===== config.mk =====
export PLATFORM = sky130hd
export DESIGN_NAME = matvec_sequencer
export DESIGN_NICKNAME = d
export VERILOG_FILES = /design/src/rtl/matvec_sequencer_pkg.sv /design/src/rtl/matvec_sequencer_load_addr_gen.sv /design/src/rtl/matvec_sequencer.sv
export SDC_FILE = /design/constraint.sdc
export NUM_CORES = 1
export LEC_CHECK = 0
export ABC_AREA = 1
export CAP_MARGIN = 30
export CORE_MARGIN = 3
export CORE_UTILIZATION = 43
export DETAILED_ROUTE_END_ITERATION = 8
export GPL_TIMING_DRIVEN = 0
export PLACE_DENSITY = 0.85
export SLEW_MARGIN = 40
export SYNTH_ARGS = -nofsm -noshare
export SYNTH_HDL_FRONTEND = slang
export SYNTH_SLANG_ARGS = --single-unit

===== constraint.sdc =====
create_clock -name clk -period 1.8 [get_ports clk]
set_input_delay 0.18 -clock clk [delete_from_list [all_inputs] [get_ports clk]]
set_output_delay 0.18 -clock clk [all_outputs]
set_load 0.02 [all_outputs]

===== src/rtl/matvec_sequencer_pkg.sv =====
// Shared definitions for the matrix-vector sequencer: Q8.8 word format and FSM state encoding.
// Latency: n/a (package only).
// Backpressure: n/a (package only).
package matvec_sequencer_pkg;

  // Operand/result word: signed Q8.8.
  localparam int WORD_W    = 16;
  localparam int FRAC_BITS = 8;

  // Sequencer state encoding (plain constants so legacy code can compare against them).
  typedef logic [3:0] state_t;
  localparam state_t IDLE     = 4'd0;
  localparam state_t LOAD_MAT = 4'd1;
  localparam state_t LOAD_VEC = 4'd2;
  localparam state_t START    = 4'd3;
  localparam state_t WAIT_LO  = 4'd4;
  localparam state_t WAIT_HI  = 4'd5;
  localparam state_t RD_ADDR  = 4'd6;
  localparam state_t RD_CAP   = 4'd7;
  localparam state_t RD_OUT   = 4'd8;

endpackage


===== src/rtl/matvec_sequencer_load_addr_gen.sv =====
// Load address generator: row/column counter for the matrix phase, row-only counter for the vector phase.
// Latency: counters advance on the clock edge of each step; terminal flags are combinational.
// Backpressure: none; the caller only steps on an accepted host word.
// Ports: clr zeroes both counters (wins over step); step advances; vec_mode selects
//        index counting on row; row/col are the current address; mat_last/vec_last flag the final element.
module matvec_sequencer_load_addr_gen #(
  parameter int ROW_BITS = 2,
  parameter int COL_BITS = 4
) (
  input  logic                clk,
  input  logic                rst_n,
  input  logic                clr,
  input  logic                step,
  input  logic                vec_mode,
  output logic [ROW_BITS-1:0] row,
  output logic [COL_BITS-1:0] col,
  output logic                mat_last,
  output logic                vec_last
);

  assign mat_last = (&row) & (&col);
  assign vec_last = &row;

  always_ff @(posedge clk or negedge rst_n) begin
    if (!rst_n) begin
      row <= '0;
      col <= '0;
    end else if (clr) begin
      row <= '0;
      col <= '0;
    end else if (step) begin
      if (vec_mode) begin
        // Vector phase reuses the row counter as the element index.
        row <= row + 1'b1;
      end else begin
        col <= col + 1'b1;
        if (&col) row <= row + 1'b1;
      end
    end
  end

endmodule


===== src/rtl/matvec_sequencer.sv =====
// Host-side sequencer: loads matrix then vector into operand memories, starts the engine, drains results.
// Latency: mm_start one cycle after the last vector word; drain yields one result per 3 cycles.
// Backpressure: in_valid stalls the load; out_ready low holds out_valid/out_data and the read index.
// Ports: in_* host operand stream; out_* result stream; busy/done status;
//        mat_*/vec_*/wdata operand memory write side; mm_* engine start/ready/result-read port.
module matvec_sequencer
  import matvec_sequencer_pkg::*;
#(
  parameter int ROW_BITS = 2,
  parameter int COL_BITS = 4
) (
  input  logic                clk,
  input  logic                rst_n,
  input  logic                in_valid,
  output logic                in_ready,
  input  logic [WORD_W-1:0]   in_data,
  output logic                out_valid,
  input  logic                out_ready,
  output logic [WORD_W-1:0]   out_data,
  output logic                busy,
  output logic                done,
  output logic                mat_write,
  output logic [ROW_BITS-1:0] mat_row,
  output logic [COL_BITS-1:0] mat_col,
  output logic                vec_write,
  output logic [ROW_BITS-1:0] vec_idx,
  output logic [WORD_W-1:0]   wdata,
  output logic                mm_start,
  input  logic                mm_ready,
  output logic [COL_BITS-1:0] mm_sel,
  input  logic [WORD_W-1:0]   mm_data
);

  state_t              state;
  state_t              state_nxt;
  logic [COL_BITS-1:0] k;
  logic [ROW_BITS-1:0] row;
  logic [COL_BITS-1:0] col;
  logic                mat_last;
  logic                vec_last;
  logic                in_hs;
  logic                in_vec;
  logic                cnt_clr;
  logic                out_hs;

  // in_ready is registered and is only ever high in IDLE/LOAD_MAT/LOAD_VEC,
  // so a handshake already implies a load state.
  assign in_hs  = in_valid & in_ready;
  assign in_vec = (state == LOAD_VEC);
  assign out_hs = (state == RD_OUT) & out_valid & out_ready;

  // Clear on the last element of either phase so the vector phase starts at index 0.
  assign cnt_clr = in_hs & (in_vec ? vec_last : mat_last);

  matvec_sequencer_load_addr_gen #(
    .ROW_BITS (ROW_BITS),
    .COL_BITS (COL_BITS)
  ) u_addr (
    .clk      (clk),
    .rst_n    (rst_n),
    .clr      (cnt_clr),
    .step     (in_hs),
    .vec_mode (in_vec),
    .row      (row),
    .col      (col),
    .mat_last (mat_last),
    .vec_last (vec_last)
  );

  assign mat_write = in_hs & ~in_vec;
  assign vec_write = in_hs & in_vec;
  assign mat_row   = row;
  assign mat_col   = col;
  assign vec_idx   = row;
  assign wdata     = in_data;
  assign busy      = (state != IDLE);
  assign mm_start  = (state == START);
  // k is held from RD_ADDR through RD_OUT, so the engine read select stays stable for the whole read.
  assign mm_sel    = k;

  always_comb begin
    state_nxt = state;
    case (state)
      IDLE:     if (in_hs) state_nxt = LOAD_MAT;
      LOAD_MAT: if (in_hs && mat_last) state_nxt = LOAD_VEC;
      LOAD_VEC: if (in_hs && vec_last) state_nxt = START;
      START:    state_nxt = WAIT_LO;
      // Wait for the engine to drop ready first so a stale idle level is never taken as completion.
      WAIT_LO:  if (!mm_ready) state_nxt = WAIT_HI;
      WAIT_HI:  if (mm_ready) state_nxt = RD_ADDR;
      RD_ADDR:  state_nxt = RD_CAP;
      RD_CAP:   state_nxt = RD_OUT;
      RD_OUT:   if (out_hs) state_nxt = (&k) ? IDLE : RD_ADDR;
      default:  state_nxt = IDLE;
    endcase
  end

  always_ff @(posedge clk or negedge rst_n) begin
    if (!rst_n) begin
      state     <= IDLE;
      in_ready  <= 1'b0;
      k         <= '0;
      out_valid <= 1'b0;
      out_data  <= '0;
      done      <= 1'b0;
    end else begin
      state    <= state_nxt;
      in_ready <= (state_nxt == IDLE) || (state_nxt == LOAD_MAT) || (state_nxt == LOAD_VEC);
      done     <= 1'b0;
      if (state == WAIT_HI && mm_ready) k <= '0;
      // Engine read data is valid the cycle after mm_sel is presented (RD_ADDR -> RD_CAP).
      if (state == RD_CAP) begin
        out_data  <= mm_data;
        out_valid <= 1'b1;
      end
      if (out_hs) begin
        out_valid <= 1'b0;
        if (&k) begin
          done <= 1'b1;
          k    <= '0;
        end else begin
          k <= k + 1'b1;
        end
      end
    end
  end

endmodule


== Word level (Yosys, flattened, before mapping) ==
Cells that the tools add are included.
Cells by class
  shifts and indexed selects: 0
  reduce and logical (&&, ||, !) cells: 17
  eq/ne operators: 11
  order comparisons: 0
  add/sub/neg operators: 3
  mux-type cells: 23
  div/mod/pow operators: 0
  bitwise operators: 8
  multipliers: 0
Operator list (number)
  4-bit 2-to-1 mux: 12
  4-bit case mux with 9 select lines: 1
  4-bit by 3-bit == test with 1-bit output, second input constant: 4
  4-bit by 2-bit == test with 1-bit output, second input constant: 3
  4-bit by 1-bit adder with 4-bit output, second input constant: 2
  4-bit by 1-bit == test with 1-bit output, second input constant: 2
  4-bit logical NOT: 2
  2-bit 2-to-1 mux: 4
  4-bit AND reduction: 2
  1-bit bitwise AND: 7
  2-bit AND reduction: 3
  2-bit nonzero test: 3
  1-bit 2-to-1 mux: 5
  4-bit == test, second input constant: 1
  4-bit nonzero test: 1
  1-bit logical AND: 3
  3-bit 2-to-1 mux: 1
  3-bit nonzero test: 1
  2-bit by 1-bit adder with 2-bit output, second input constant: 1
  1-bit logical OR: 2
  2-bit by 1-bit inequality test with 1-bit output, second input constant: 1
  1-bit NOT: 1
Word-level totals
  memories: 0
  memory bits (writable): 0
  latch bits: 0
  memory bits (read-only): 0
  logic and storage cells: 70
  input bits: 37
  register bits after elaboration: 33

== Logic depth before layout (Yosys ltp) ==
Gate-level depths: netlist of run 1.
  depth after elaboration: 8
  gate-level depth with buffers: 8
  depth with buffers taken out: 8

== Modules after synthesis ==
Synthesis of run 1 repeated with hierarchy kept, for this count alone.
Second synthesis, totals
  cells, all modules: 182
  area total of the unflattened synthesis: 1684.1 um^2
By module, submodules not included
  matvec_sequencer: sequential area each 675.6 um^2, cells each 141, times used 1, area an instance 1360.1 um^2
  matvec_sequencer_load_addr_gen: sequential area each 150.1 um^2, cells each 41, times used 1, area an instance 324.1 um^2

== Worst setup path before layout of run 1 ==
No wires, ideal clock.
  path kind: reg-to-reg
  start point: register u_addr.col[0]
  end point: register u_addr.col[2]
  setup slack: 532 ps
  arrival time: 1151 ps
  data required time: 1683 ps
  stages on the path, launching flop included: 7
  period minus slack after synthesis: 1268 ps
  buffers on the path: 0
  cells stage by stage: dfrtp_1 > ha_1 > nand3_1 > nand2_1 > nand2_1 > nand3_1 > nand2_1
Between the ends
  word-level cells in the longest chain between the ends: 6
RTL lines
  start, declared: line matvec_sequencer_load_addr_gen.sv:16  | output logic [COL_BITS-1:0] col,
  start signal, assigned: line matvec_sequencer_load_addr_gen.sv:36  | col <= col + 1'b1;
  4-bit AND reduction: line matvec_sequencer_load_addr_gen.sv:21  | assign mat_last = (&row) & (&col);
  1-bit bitwise AND: line matvec_sequencer_load_addr_gen.sv:21
  1-bit 2-to-1 mux: line matvec_sequencer.sv:53  | assign cnt_clr = in_hs & (in_vec ? vec_last : mat_last);
  1-bit bitwise AND: line matvec_sequencer.sv:53
  2-bit by 1-bit inequality test with 1-bit output (no line) / 2-bit nonzero test (equally long branches)
  2-bit AND reduction (no line)
Several ways; a longest one is shown, not always the timed one. The select of a mux whose other input is x is not followed.
A chain may end at the register's enable or synchronous reset.

== Worst setup path after layout of run 1 ==
  start point: register state[1]
  end point: output port busy
Between the ends
  word-level cells in the longest chain between the ends: 1
RTL lines
  start, declared: line matvec_sequencer.sv:34  | state_t state;
  start signal, assigned: line matvec_sequencer.sv:107  | state <= state_nxt;
  4-bit nonzero test: line matvec_sequencer.sv:76  | assign busy = (state != IDLE);
  end, declared: line matvec_sequencer.sv:20  | output logic busy,
Every way passes these cells.

==> flow_results.org, run 1 <==
** Run status
- The flow ran to the end, and the final reports show no timing, DRC or antenna violations.

** Setup path
- In this run the critical register-to-register path is launched from state[3].
- The worst register-to-register path has a setup slack of 0.50 ns.
- For the worst setup path, the data required time is 1.62 ns.
- Measured in cells, the most critical reg-to-reg path has a length of 7.
- Largest fanout of any net on the critical path :: 5
- Category of the most critical setup path :: reg2out
- Critical Path End Type :: primary output
- The endpoint identified for the worst register-to-register timing path is out_data[6].
- Type of origin of the critical path :: flip-flop
- Critical Path AT :: 1.51 ns

** Layout
- At the end of the flow, the number of nets in the layout was 334.
- 0 antenna diodes ended up in the layout.
- In the final layout, the share of cells above drive strength 1 is 0.153.
- The area growth from synthesis to layout is 52.3%.
- Fill count :: 321
- Measured on the finished design, the core utilization comes to 0.695.
- Area of all placed cells without fillers :: 2620 sq um

** Global routing
- For this run the aggregate overflow at the end of global routing stands at 0.
- Tot GR Track Use :: 0.173
- First-pass GRT wire length :: 6.76 mm
- Pin count of the biggest net entering global routing :: 24
- Antenna violations before repair :: 0
- Number of global-route vias before repair :: 1,535

** Timing
- Measured against its own limit, the worst slew margin works out to 0.797.
- Final hold violations :: 0
- Count of final setup violators :: 0
- At the pin with the least slew margin, the transition time is 0.305 ns.
- The final-report max-slew violation count came to 0.
- On the final layout, the worst hold slack is 0.313 ns.
- On the final layout, the worst clock skew is 0.00607 ns.
- Setup slack on the critical path of the routed design comes to 0.112 ns.
- RSZ-0062 raised after global routing :: no
- The smallest clock period supported by the final layout is computed as 1.69 ns.
- Period Utilization, post-route :: 0.938
- Highest achievable clock rate :: 592 MHz

** Clock tree
- Worst-path clk slew :: 0.06 ns
- The clock passes through at most 2 buffers.
- The later pin in the worst-skew pair is clocked with a latency of 0.28 ns.
- The clock net in this run drives a total of 33 sinks.
- Postcts setup bufs :: 0
- CTS tree :: done
- Clock tree root buffer cell :: sky130_fd_sc_hd__clkbuf_8
- H-tree level count :: 2
- Num CTS Buffers :: 5

** Synthesis
- Most instantiated cells after synthesis :: 68 x sky130_fd_sc_hd__nand2_1, 35 x sky130_fd_sc_hd__nand3_1, 33 x sky130_fd_sc_hd__dfrtp_1
- Top cell type by total area after synthesis :: sky130_fd_sc_hd__dfrtp_1
- Ranked by total cell area, the synthesized netlist is headed by sky130_fd_sc_hd__dfrtp_1 48%, sky130_fd_sc_hd__nand2_1 15%, sky130_fd_sc_hd__nand3_1 10%.
- For this run, the number of Yosys warnings is 0.
- Cell area after synthesis :: 1720 sq um
- Number of synthesized flops with an enable pin :: 0
- The synthesized netlist contains 22 unique library cells.
- Cells after Synth :: 214
- Synth Net Count :: 254
- For this run, the register share of the synthesized area comes to 0.480.
- For this run, the leading register cell type out of synthesis is sky130_fd_sc_hd__dfrtp_1.
- Number of storage elements in the synthesis netlist :: 33
- For this run, asynchronously set or reset flops after synthesis account for 1.00.
- Of the post-synthesis cell area, the dominant cell type holds 0.480.
- Dividing the synthesized area by the synthesized cell count gives 8.05 sq um.
- Most frequently used cell type in the post-synthesis netlist :: sky130_fd_sc_hd__nand2_1

** Detailed routing
- Dividing the detail-routed via count by the number of cells gives 4.72.
- Number of violations reported at the end of detailed-routing iteration 0 :: 118
- ANT nets after route :: 0
- Number of vias after detailed routing :: 1,614
- For this run, the detailed router's first-pass iteration total came to 4.
- The routed design has 3.95 mm of wire.
- Dividing the detail-routed wire length by the instance count gives 11.5 um.
- DR DRC count :: 0

** Floorplan
- The die is 69.3 um wide.
- For this design the top-level I/O count stands at 88.
- Initial core utilization :: 0.457
- Std cell rows :: 22
- Area of the core region :: 3770 sq um
- DIE AREA :: 4800 sq um
- The die is 69.3 um tall.

** Power and ir drop
- Cell internal power was estimated by the tool at 2.16 mW.
- The share of total power dissipated in combinational logic is 0.505.
- Of the total power, the clock network draws 0.152.
- Power share of the sequential group :: 0.342
- For this design the total switching power over the nets is 1.47 mW.
- Total power :: 3.63 mW
- Summed over all cells, the static leakage comes to 1.30 nW.
- Sw Share :: 0.405
- Peak supply drop :: 0.609 mV
- For this design the ratio of total power to cell area is 1380 nW/um^2.

** Placement
- During placement, the flow inserted port buffers numbering 71.
- Pre-CTS setup slack :: -0.0325 ns
- Once placement finished, the instance area stood at 2510 sq um.
- The HPWL after detailed placement is 3.13 mm.
- At the end of routability-driven placement, the weighted congestion stood at 0.830.

** Hold path
- The path class of the tightest hold or removal check is in2async.

** Flow run
- Max cap viols :: 0
## critical path: stages, from the launching register on
cell and delay [ns]:
sky130_fd_sc_hd__dfrtp_1 0.43, sky130_fd_sc_hd__nor2_4 0.18, sky130_fd_sc_hd__nand2_1 0.08, sky130_fd_sc_hd__clkdlybuf4s50_1 0.54
## layer usage
| metal | up-vias | wire length, um | track usage |
|---|---|---|---|
| met1 | 723 | 1710 | 0.221 |
| li1 | 817 | - | - |
| met3 | 7 | 316 | 0.0580 |
| met4 | 0 | 47 | 0.0521 |
| met2 | 67 | 1870 | 0.278 |
| met5 | - | 0 | 0 |
## metrics by stage
| step | cells | TNS (ns) |
|---|---|---|
| finish | 342 | 0 |
| global placement | 333 | -3.92 |
| CTS | 342 | 0 |
| detailed placement | 334 | -0.0325 |
| floorplan | 214 | 0 |
| global route | 342 | 0 |
## power groups by stage
stage	Combinational, mW	Sequential [mW]	Clock (mW)
5_1_grt	2.01	1.29	0.604
4_1_cts	1.85	1.23	0.577
6_report	1.83	1.24	0.552
3_5_place_dp	1.85	1.24	0
2_1_floorplan	0.764	1.50	0
3_3_place_gp	1.80	1.22	0
## registers in the layout, summed over array words and instances (netlist names)
name        cells
done            1
out_valid       1
in_ready        1
out_data       16
u_addr.col      4
u_addr.row      2
state           4
mm_sel          4
## worst max-delay path by stage
stage	startpoint	to	slack [ns]	cells past startpoint
3_3_place_gp	rst_n	out_data[11]	-0.12	1
2_1_floorplan	u_addr.col[0]	u_addr.col[2]	0.53	6
6_report	state[1]	busy	0.11	3
5_1_grt	state[1]	mat_write	0.009	6
4_1_cts	state[1]	busy	0.04	3
3_5_place_dp	in_valid	mat_write	-0.03	6
## layout make-up
| class | instances | area [sq um] | area share |
|---|---|---|---|
| Tap cell | 48 | 60.1 | 0.0229 |
| Clock buffer | 7 | 86.3 | 0.0329 |
| Timing Repair Buffer | 73 | 739 | 0.282 |
| Inverter | 21 | 82.6 | 0.0315 |
| Buffer | 22 | 164 | 0.0625 |
| Sequential cell | 33 | 827 | 0.316 |
| Multi-Input combinational cell | 138 | 662 | 0.253 |
## layout by cell type (no fill, tap or decap)
master / n
sky130_fd_sc_hd__buf_2: 3
sky130_fd_sc_hd__clkinv_2: 1
sky130_fd_sc_hd__nor2_2: 1
sky130_fd_sc_hd__xor2_1: 2
sky130_fd_sc_hd__buf_6: 1
sky130_fd_sc_hd__nand2_2: 3
sky130_fd_sc_hd__dfrtp_1: 32
sky130_fd_sc_hd__nor3_1: 1
sky130_fd_sc_hd__nand2_4: 2
sky130_fd_sc_hd__buf_16: 1
sky130_fd_sc_hd__clkbuf_1: 1
sky130_fd_sc_hd__inv_2: 2
sky130_fd_sc_hd__dfrtp_2: 1
sky130_fd_sc_hd__clkdlybuf4s50_1: 67
sky130_fd_sc_hd__ha_1: 3
sky130_fd_sc_hd__nor2_4: 2
sky130_fd_sc_hd__nand2_1: 68
sky130_fd_sc_hd__inv_4: 1
sky130_fd_sc_hd__or2_2: 1
sky130_fd_sc_hd__dlygate4sd3_1: 1
sky130_fd_sc_hd__a21oi_1: 2
sky130_fd_sc_hd__inv_1: 17
sky130_fd_sc_hd__clkbuf_8: 6
sky130_fd_sc_hd__buf_4: 19
sky130_fd_sc_hd__nor2_1: 11
sky130_fd_sc_hd__o21ai_1: 3
sky130_fd_sc_hd__nand3_2: 1
sky130_fd_sc_hd__nand3_1: 35
sky130_fd_sc_hd__dlygate4sd2_1: 3
sky130_fd_sc_hd__nand4_1: 3
## kinds of logic after synthesis
family,count (synthesis),synth area share
buffers and inverters,43,0.143
adder cells (fa/ha/maj),3,0.0218
AO/OA/AOI/OAI,5,0.0145
flip-flops,33,0.480
XOR/XNOR,2,0.0102
AND/OR/NAND/NOR,128,0.331
## repair_timing
| action | 4_1_cts | 5_1_grt |
|---|---|---|
| endpoints found under the hold margin | 10 | 0 |
| gates resized for setup | 4 | 3 |
| hold buffers | 1 | 0 |
| endpoints found under the setup margin | 4 | 1 |
(Power assumes the default switching activity.)
==> run 2: changes to the inputs <==
--- a/config.mk
+++ b/config.mk
@@ -5,14 +5,14 @@
 export SDC_FILE = /design/constraint.sdc
 export NUM_CORES = 1
 export LEC_CHECK = 0
-export ABC_AREA = 1
 export CAP_MARGIN = 30
 export CORE_MARGIN = 3
 export CORE_UTILIZATION = 43
 export DETAILED_ROUTE_END_ITERATION = 8
 export GPL_TIMING_DRIVEN = 0
-export PLACE_DENSITY = 0.85
-export SLEW_MARGIN = 40
+export PLACE_DENSITY = 0.84
+export SLEW_MARGIN = 20
 export SYNTH_ARGS = -nofsm -noshare
 export SYNTH_HDL_FRONTEND = slang
 export SYNTH_SLANG_ARGS = --single-unit
+export TNS_END_PERCENT = 5
==> run 2 against run 1 <==
  * Global-route usage shrank 0.66 points
  * Cell area grew 1.1%
  * Fmax shrank 2.3%
  * Core utilization grew 0.25 points
  * Non-clock buffer count is the same
  * Via count shrank 9.3%
  * Die area grew 1.4%
  * Worst setup slack lost 0.040 ns
  * Synthesized cell count shrank 29%
==> flow_results.org, run 2 <==
** Run status
- The run finished with clean final reports.

** Synthesis
- In the post-synthesis netlist, the biggest area contributors are sky130_fd_sc_hd__dfrtp_1 47%, sky130_fd_sc_hd__buf_4 8.2%, sky130_fd_sc_hd__mux2_4 7.7%.
- Adder-cell area share of the yosys netlist :: 0.0215 (-0.000328)
- The sequential cell area fraction in the yosys report came to 0.472 (-0.00721).
- The total standard cell area after synthesis was 1750 sq um (+1.5%).
- Number of distinct library cells after synthesis :: 43 (+95%)
- Yosys top cell area share :: 0.472 (-0.00721)
- Synth Area in XOR/XNOR :: 0.00501 (-0.00516)
- By area, the combinational part of the netlist is dominated by simple AND/OR/NAND/NOR gates.
- Most frequently used cell type in the post-synthesis netlist :: sky130_fd_sc_hd__dfrtp_1
- Basic-gate share of the synthesized area counting and, or, nand and nor cells :: 0.155 (-0.175)
- Top cell type by total area after synthesis :: sky130_fd_sc_hd__dfrtp_1
- Compound-gate portion of the synthesized area :: 0.102 (+0.0878)
- The mean cell area of the mapped netlist came to 11.4 sq um (+42%).
- The share of synthesized registers carrying an async set or reset came to 1.00 (unchanged).
- Among all flip-flop cells after synthesis, the most frequent one is sky130_fd_sc_hd__dfrtp_1.
- The number of enable flip-flop cells after synthesis came to 0 (unchanged).
- The register bit total from synthesis is 33 (unchanged).
- The post-synthesis mux area share was 0.141 (+0.141).
- Cells after Synth :: 153 (-29%)
- The post-synth net total was 193 (-24%).
- Ranked by instance count, the synthesized netlist is headed by 33 x sky130_fd_sc_hd__dfrtp_1, 19 x sky130_fd_sc_hd__buf_4, 11 x sky130_fd_sc_hd__nand2_1.
- Number of warnings printed during yosys synthesis :: 0 (unchanged)

** Setup path
- Endpoint required time on the critical path :: 1.62 ns (about the same)
- Cell class contributing the biggest share of worst-path delay :: buffers and inverters
- STA classifies the critical path startpoint as a flip-flop.
- Category of the most critical setup path :: reg2out
- The worst setup path is captured at a primary output.
- Worst path slowest cell :: sky130_fd_sc_hd__dfrtp_1
- The number of buffer and inverter stages on the critical path is 2 (+1).
- Walking the worst path, the cells encountered are buf_4, nor4b_4, nor2_1, dlygate4sd2_1.
- Largest fanout of any net on the critical path :: 10 (+5)
- The delay of the slowest critical-path stage was 0.37 ns (-0.17 ns).
- The signal arrival time at the worst endpoint is 1.55 ns (+0.04 ns).
- The reg2reg setup slack was 0.08 ns (-0.42 ns).

** Placement
- Count of input and output buffers :: 71 (unchanged)
- The HPWL reported at the end of detailed placement is 2.92 mm (-6.9%).
- Cell area reported after detailed placement :: 2530 sq um (+0.75%)
- Routability congestion estimate :: 0.767 (-7.6%)

** Timing
- Transition time of the tightest slew-check pin :: 0.487 ns (+0.182 ns)
- The total negative slack for setup checks is 0 ns (unchanged).
- The setup skew after layout was 0.00722 ns (+0.00114 ns).
- Max Slew Vio Count :: 0 (unchanged)
- Minimum clock period after layout :: 1.73 ns (+0.0405 ns)
- The total setup violations reported at the end of the flow is 0 (unchanged).
- The maximum clock rate is 579 MHz (-2.3%).
- Setup repair after global routing could not meet its margin everywhere.
- The normalized max-slew margin is 0.674 (-0.123).
- Final hold violations :: 0 (unchanged)
- Period Utilization, post-route :: 0.960 (+0.0225)

** Global routing
- Total gr overflow :: 0 (unchanged)
- Number of global-route vias before repair :: 1,436 (-6.4%)
- The initial antenna violation count is 0 (unchanged).
- The maximum number of pins on one net before global-route repair came to 33 (+38%).
- The global router's overall resource usage was 0.166 (-0.00657).
- The first-pass GRT wire length came to 6.52 mm (-3.6%).

** Power and ir drop
- The leakage power total is 1.15 nW (-11%).
- The total power came to 4.06 mW (+12%).
- The peak ir drop on the vdd network came to 0.807 mV (+33%).
- The power density of the placed cells is 1530 nW/um^2 (+11%).

** Floorplan
- The boundary pin count came to 88 (unchanged).
- The die height was 69.8 um (+0.69%).
- The effective utilization at floorplan came to 0.460 (+0.00361).
- The site row count was 22 (unchanged).
- Area of the core region :: 3800 sq um (+0.73%)
- Horizontal die dimension :: 69.8 um (+0.69%)
- DIE AREA :: 4870 sq um (+1.4%)

** Clock tree
- The cell sitting at the root of the clock tree is a sky130_fd_sc_hd__clkbuf_8.
- Source-to-sink clock delay at the later pin of the worst-skew pair :: 0.28 ns (about the same)
- The CTS clock-pin slew for the worst setup and hold paths was 0.07 ns (about the same).
- Num CTS Buffers :: 5 (unchanged)
- H-tree level count :: 2 (unchanged)
- CTS tree :: done
- The number of buffers on the longest clock path came to 2 (unchanged).
- Clock tree sinks :: 33 (unchanged)

** Layout
- Max reg flops :: 16 (unchanged)
- Commonest non-fill, non-tap cells in the layout :: 66 x sky130_fd_sc_hd__clkdlybuf4s50_1, 31 x sky130_fd_sc_hd__dfrtp_1, 20 x sky130_fd_sc_hd__buf_4
- Footprint of the flip-flops and latches :: 828 sq um (+0.15%)
- From synthesis to final layout, the design area changed by 51.6%.
- Antenna diode count :: 0 (unchanged)
- The design area is 2650 sq um (+1.1%).
- The net count of the finished layout was 273 (-18%).
- The footprint of the multi-input gates was 746 sq um (+13%).
- Most common library cell in the layout ignoring fill and taps :: sky130_fd_sc_hd__clkdlybuf4s50_1
- Largest register by flop count :: out_data
- The fill cell total of the finished layout is 293 (-8.7%).
- The proportion of layout cells with a drive suffix above 1 is 0.262 (+0.109).
- The fraction of the core area covered by cells at the end of the flow is 0.698 (+0.00254).

** Flow run
- The number of max-cap violations is 0 (unchanged).

** Detailed routing
- The number of vias in the routed layout was 1,464 (-9.3%).
- The violation count after the first detailed-route iteration is 71 (-40%).
- DR DRC count :: 0 (unchanged)
- ANT nets after route :: 0 (unchanged)
- WL final :: 3.85 mm (-2.6%)
- Iteration count of the initial detailed-routing pass :: 4 (unchanged)
- The routed length per instance came to 13.7 um (+19%).
- The per-cell via count in the routed design is 5.21 (+10%).

** Hold path
- Tightest Hold Check Type :: in2async
## run 2: cell count changes in the layout (fill, tap and decap cells not counted), sizes merged, moves of 3 or more
cell | before | now
nand2 | 73 | 12
nand3 | 36 | 5
inv | 20 | 2
mux2 | 0 | 18
o21ai | 3 | 10
nor3 | 1 | 5
and3 | 0 | 3
nor2 | 14 | 11
## run 2: metal layers
layer	part of all wire	global-route usage
met2	0.49	0.266
met1	0.41	0.206
met5	0	0
met3	0.091	0.0551
met4	0.016	0.0702
## run 2: repair_timing
item,CTS,global route
endpoints found under the hold margin,33,0
endpoints found under the setup margin,6,12
gates resized for setup,6,4
gates cloned,0,0
pin swaps,1,0
hold buffers,1,0
setup buffers,1,0
## run 2: where the power goes
part	total, mW	switching, mW	internal, mW
Combinational	2.07	0.971	1.10
Clock	0.658	0.256	0.402
Sequential	1.33	0.281	1.05
## run 2: final cells by class
class | instances | area share
clock buffers | 5 | 0.0260
repair buffers | 74 | 0.277
flip-flops and latches | 33 | 0.313
inverters | 2 | 0.00283
plain buffers | 21 | 0.0642
well taps | 48 | 0.0227
clock inverters | 2 | 0.0132
multi-input cells | 96 | 0.281
## run 2: final timing paths
path / end / from / cells past startpoint
setup / recovery: mat_write / state[2] / 4
hold / removal: out_data[9] / rst_n / 2
setup reg to reg: out_data[2] / state[2] / 5
hold reg to reg: out_data[10] / out_data[10] / 1
max in group asynchronous: state[0] / rst_n / 3
min in group clk: out_data[11] / mm_data[11] / 2
## run 2: through the flow
stage | setup slack (ns) | instances | hold WS, ns
2_1_floorplan | 0.0661 | 153 | -0.116
3_3_place_gp | -0.132 | 272 | 0.490
3_5_place_dp | -0.135 | 273 | -0.0163
4_1_cts | 0.0148 | 282 | 0.213
5_1_grt | -0.0281 | 281 | 0.237
6_report | 0.0714 | 281 | 0.218
## run 2: kinds of logic (layout without fill, tap and decap cells)
kind of cell,after synthesis,in the layout
XOR/XNOR,1,1
AO/OA/AOI/OAI,27,27
buffers and inverters,24,104
flip-flops,33,33
multiplexers,19,19
AND/OR/NAND/NOR,46,46
adder cells (fa/ha/maj),3,3
==> RTL change 1: new RTL, flow settings as in run 2 <==
Make the reset (`rst_n`) synchronous in 2 clocked blocks.
--- a/src/rtl/matvec_sequencer_load_addr_gen.sv
+++ b/src/rtl/matvec_sequencer_load_addr_gen.sv
@@ -23,3 +23,3 @@
 
-  always_ff @(posedge clk or negedge rst_n) begin
+  always_ff @(posedge clk) begin
     if (!rst_n) begin
--- a/src/rtl/matvec_sequencer.sv
+++ b/src/rtl/matvec_sequencer.sv
@@ -97,3 +97,3 @@
 
-  always_ff @(posedge clk or negedge rst_n) begin
+  always_ff @(posedge clk) begin
     if (!rst_n) begin
Formal check against the unedited RTL: differs if rst_n is asserted again (counterexample within 4 cycles, from zero or initial values and one cycle with rst_n low); with rst_n held inactive, the same outputs for 10 cycles.
==> RTL change 1 against run 2 <==
Routed wire length is 3.1% higher; count of clock-buffer cells in the layout is 1 higher; final area is 6.2% lower; worst setup slack better by 0.036 ns; sequential cell count stayed put; via count is 8.6% higher; synthesized area is 7.2% lower; critical path type unchanged; largest cell class unchanged.
Power is not compared: it rests on default switching activity, and its combinational part moved more than twofold at a synthesized area within 25%.
==> RTL change 1: results (changes against run 2) <==
sequential fraction of the synthesis area -> 40.7% (-6.5 points)
number of fill cells -> 280 (-4.4%)
Syn Inst Count -> 186 (+22%)
cell row count -> 21 (-4.5%)
multiplexer share of the synthesized area -> 1.31% (-13 points)
non-clock inverter count -> 1 (-1)
overall routing resource usage -> 18.8% (+2.1 points)
CP peak stage delay -> 0.35 ns (-0.02 ns)
drt total wl -> 3970 microns (+3.1%)
top cells by area, synth -> dfxtp_1 (41%), buf_4 (8.8%), nand2_1 (8.3%)
hold crit path type -> in2reg
Post-Layout Cell Count -> 313 (+11%)
wire length on met2 -> 1940 microns (+3.5%)
buffer share of cell area -> 36.6% (+2.5 points)
Post-Synth XOR/XNOR Area -> 2.70% (+2.2 points)
vias -> 1,590 (+8.6%)
Worst Clk Skew -> 0.00531 ns (-0.00191 ns)
wl on met1 -> 1630 microns (+4.0%)
post-DP HPWL -> 3130 microns (+7.1%)
vias in the first global route -> 1,504 (+4.7%)
WHS -> 0.446 ns (+0.228 ns)
dominant synthesized flop cell -> dfxtp_1
share of layout cells above drive strength 1 -> 18.0% (-8.2 points)
Placed Instance Area -> 0.00239 sq mm (-5.6%)
Final clock-cell share -> 3.32% (-0.60 points)
r2r setup slk -> 0.15 ns (+0.07 ns)
Commonest cells post-synth -> nand2_1 (36), dfxtp_1 (33), a21oi_1 (21)
Synth Area in Adders -> 2.31% (+0.17 points)
Seq area share -> 26.6% (-4.7 points)
DR iter-0 viols -> 41 (-42%)
CP max-delay cell -> nor4b_4
Ant. Diodes -> 0 (unchanged)
dpl cells -> 303 (+11%)
clock buffers -> 6 (+1)
Max IR drop VDD -> 0.000601 V
first-pass GRT wire length -> 6410 microns (-1.7%)
pre-CTS setup slack -> -0.0833 ns (+0.0516 ns)
Unique masters post-synth -> 46 (+7.0%)
Post-synth ARST share -> 0% (-100 points)
fmax -> 591 MHz (+2.2%)
multi-input logic area -> 771 sq um (+3.4%)
Clock Tree Buf Depth -> 2 (unchanged)
Post-Syn Nets -> 226 (+17%)
status -> finished clean
#MultiIn Comb -> 125 (+30%)
[RTL change 1: cell types whose count changed after synthesis, moves of 8 or more]
cell	change
a21oi_1	+18
dfrtp_1	-33
dfxtp_1	+33
mux2_2	-8
mux2_4	-9
nand2_1	+25
[RTL change 1: final timing paths]
kind,from,endpoint,cells after the start
setup / recovery,state[2],mat_write,4
hold / removal,mm_data[4],out_data[4],3
setup reg to reg,state[1],in_ready,5
hold reg to reg,out_data[7],out_data[7],2
[RTL change 1: critical path, delay by kind of cell (launching register included)]
| family | cells | cell delay [ns] |
|---|---|---|
| and+or+nand+nor | 2 | 0.45 |
| buffers and inverters | 2 | 0.48 |
| DFF | 1 | 0.30 |
[RTL change 1: what timing repair did]
| action | 4_1_cts | 5_1_grt |
|---|---|---|
| pin swaps | 1 | 2 |
| setup endpoints to repair | 4 | 8 |
| resized for setup | 8 | 5 |
| buffers inserted | 1 | 1 |
==> RTL change 2: new RTL, settings of run 2 <==
Made on the original files. `ROW_BITS` is set to 2 in 2 places; all go to 4.
--- a/src/rtl/matvec_sequencer_load_addr_gen.sv
+++ b/src/rtl/matvec_sequencer_load_addr_gen.sv
@@ -6,3 +6,3 @@
 module matvec_sequencer_load_addr_gen #(
-  parameter int ROW_BITS = 2,
+  parameter int ROW_BITS = 4,
   parameter int COL_BITS = 4
--- a/src/rtl/matvec_sequencer.sv
+++ b/src/rtl/matvec_sequencer.sv
@@ -8,3 +8,3 @@
 #(
-  parameter int ROW_BITS = 2,
+  parameter int ROW_BITS = 4,
   parameter int COL_BITS = 4
Ports: changed (resized mat_row and vec_idx); port bits go from 88 to 92. No check against the original RTL was run, so the function may have changed too.
==> RTL change 2 against run 2 <==
Worst setup slack got worse by 0.13 ns; the run now ends with setup timing left; final area rose by 8.5%; synthesized area is 2.1% higher; register-to-register slack lost 0.14 ns; routed wire length grew 16%; sequential cell count rose by 2; first-iteration DRC count increased by 48%.
Power is not compared: it rests on default switching activity, and its combinational part moved more than twofold at a synthesized area within 25%.
==> RTL change 2: results (changes against run 2) <==
R2R depth -> 6 (+1)
number of fill cells -> 286 (-2.4%)
multiplexer share of the synthesized area -> 11.3% (-2.8 points)
Seq area share -> 30.7% (-0.59 points)
wl on met1 -> 1700 microns (+8.8%)
num sequential -> 35 (+6.1%)
pre-CTS setup slack -> -0.279 ns (-0.144 ns)
clock insertion delay at the later pin of the skew report -> 0.30 ns (+0.02 ns)
post-route setup TNS -> -0.175 ns (-0.175 ns)
Ant. Diodes -> 0 (unchanged)
post-synthesis compound-gate area fraction -> 9.54% (-0.70 points)
failing checks -> setup timing
Synth Area in Adders -> 2.10% (-0.044 points)
setup violators final -> 4 (+4)
clock buffers -> 7 (+2)
Worst-Margin Slew -> 0.384 ns (-0.103 ns)
sequential fraction of the synthesis area -> 49.1% (+1.8 points)
post-DP HPWL -> 3220 microns (+10%)
overall routing resource usage -> 18.4% (+1.8 points)
top cells by area, synth -> dfrtp_1 (49%), mux2_2 (11%), buf_4 (8.4%)
Final clock-cell share -> 3.61% (-0.31 points)
Post-Synth XOR/XNOR Area -> 1.96% (+1.5 points)
dominant synthesized flop cell -> dfrtp_1
WHS -> 0.323 ns (+0.105 ns)
status -> finished with violations
Synth Area per Inst -> 11.2 sq um (-2.4%)
multi-input logic area -> 787 sq um (+5.5%)
Total Nets Final -> 290 (+6.2%)
Post-Syn Nets -> 200 (+3.6%)
DR iter-0 viols -> 105 (+48%)
met3 WL -> 505 microns (+45%)
M2 GR Usage -> 28.7% (+2.1 points)
FF/Latch Area -> 882 sq um (+6.5%)
buffers outside the clock class -> 109 (+15%)
drt total wl -> 4470 microns (+16%)
Top Metal Used -> met4
Placed Instance Area -> 0.00262 sq mm (+3.4%)
gpl congestion -> 0.843 (+9.9%)
buffer share of cell area -> 35.6% (+1.5 points)
critical path arrival -> 2.03 ns (+0.48 ns)
first-pass GRT wire length -> 7200 microns (+10%)
CP max-delay cell -> or4b_4
Post-CTS Hold Buffers -> 1 (unchanged)
Post-Syn Area -> 0.00178 sq mm (+2.1%)
share of layout cells above drive strength 1 -> 32.7% (+6.5 points)
PostCTS Resize Cnt -> 23 (+17)
worst setup margin -> -0.0589 ns (-0.130 ns)
met3 global-route usage -> 9.78% (+4.3 points)
Detailed Routing Iterations Pass 1 -> 4 (unchanged)
Post-CTS Setup Bufs -> 3 (+2)
wire length on met2 -> 2210 microns (+18%)
dpl cells -> 284 (+4.0%)
vias -> 1,552 (+6.0%)
Unique masters post-synth -> 38 (-12%)
met1 GRT Util -> 21.8% (+1.2 points)
non-clock inverter count -> 5 (+3)
CP peak stage delay -> 0.51 ns (+0.14 ns)
Worst Clk Skew -> 0.0117 ns (+0.00452 ns)
largest net degree at the start of global routing -> 23 (-30%)
CP max FO -> 6 (-4)
[RTL change 2: cell count changes in the layout (fill, tap and decap cells not counted), moves of 4 or more]
cell | run 2 | this run
mux2_2 | 9 | 17
mux2_4 | 9 | 0
nor2_1 | 9 | 5
clkdlybuf4s50_1 | 66 | 70
buf_4 | 20 | 29
[RTL change 2: power groups by stage]
stage | logic, mW | clock network (mW) | registers [mW]
detailed placement | 0.890 | 0 | 0.996
floorplan | 0.373 | 0 | 1.09
finish | 0.921 | 0.640 | 0.998
CTS | 0.914 | 0.664 | 0.981
global placement | 0.863 | 0 | 0.991
global route | 0.981 | 0.691 | 1.02
[RTL change 2: worst paths after layout]
path	startpoint	endpoint
max	state[0]	in_ready
min	rst_n	in_ready
max reg2reg	state[0]	in_ready
min reg2reg	out_data[12]	out_data[12]
max in group asynchronous	rst_n	u_addr.col[3]
min in group clk	mm_data[2]	out_data[2]
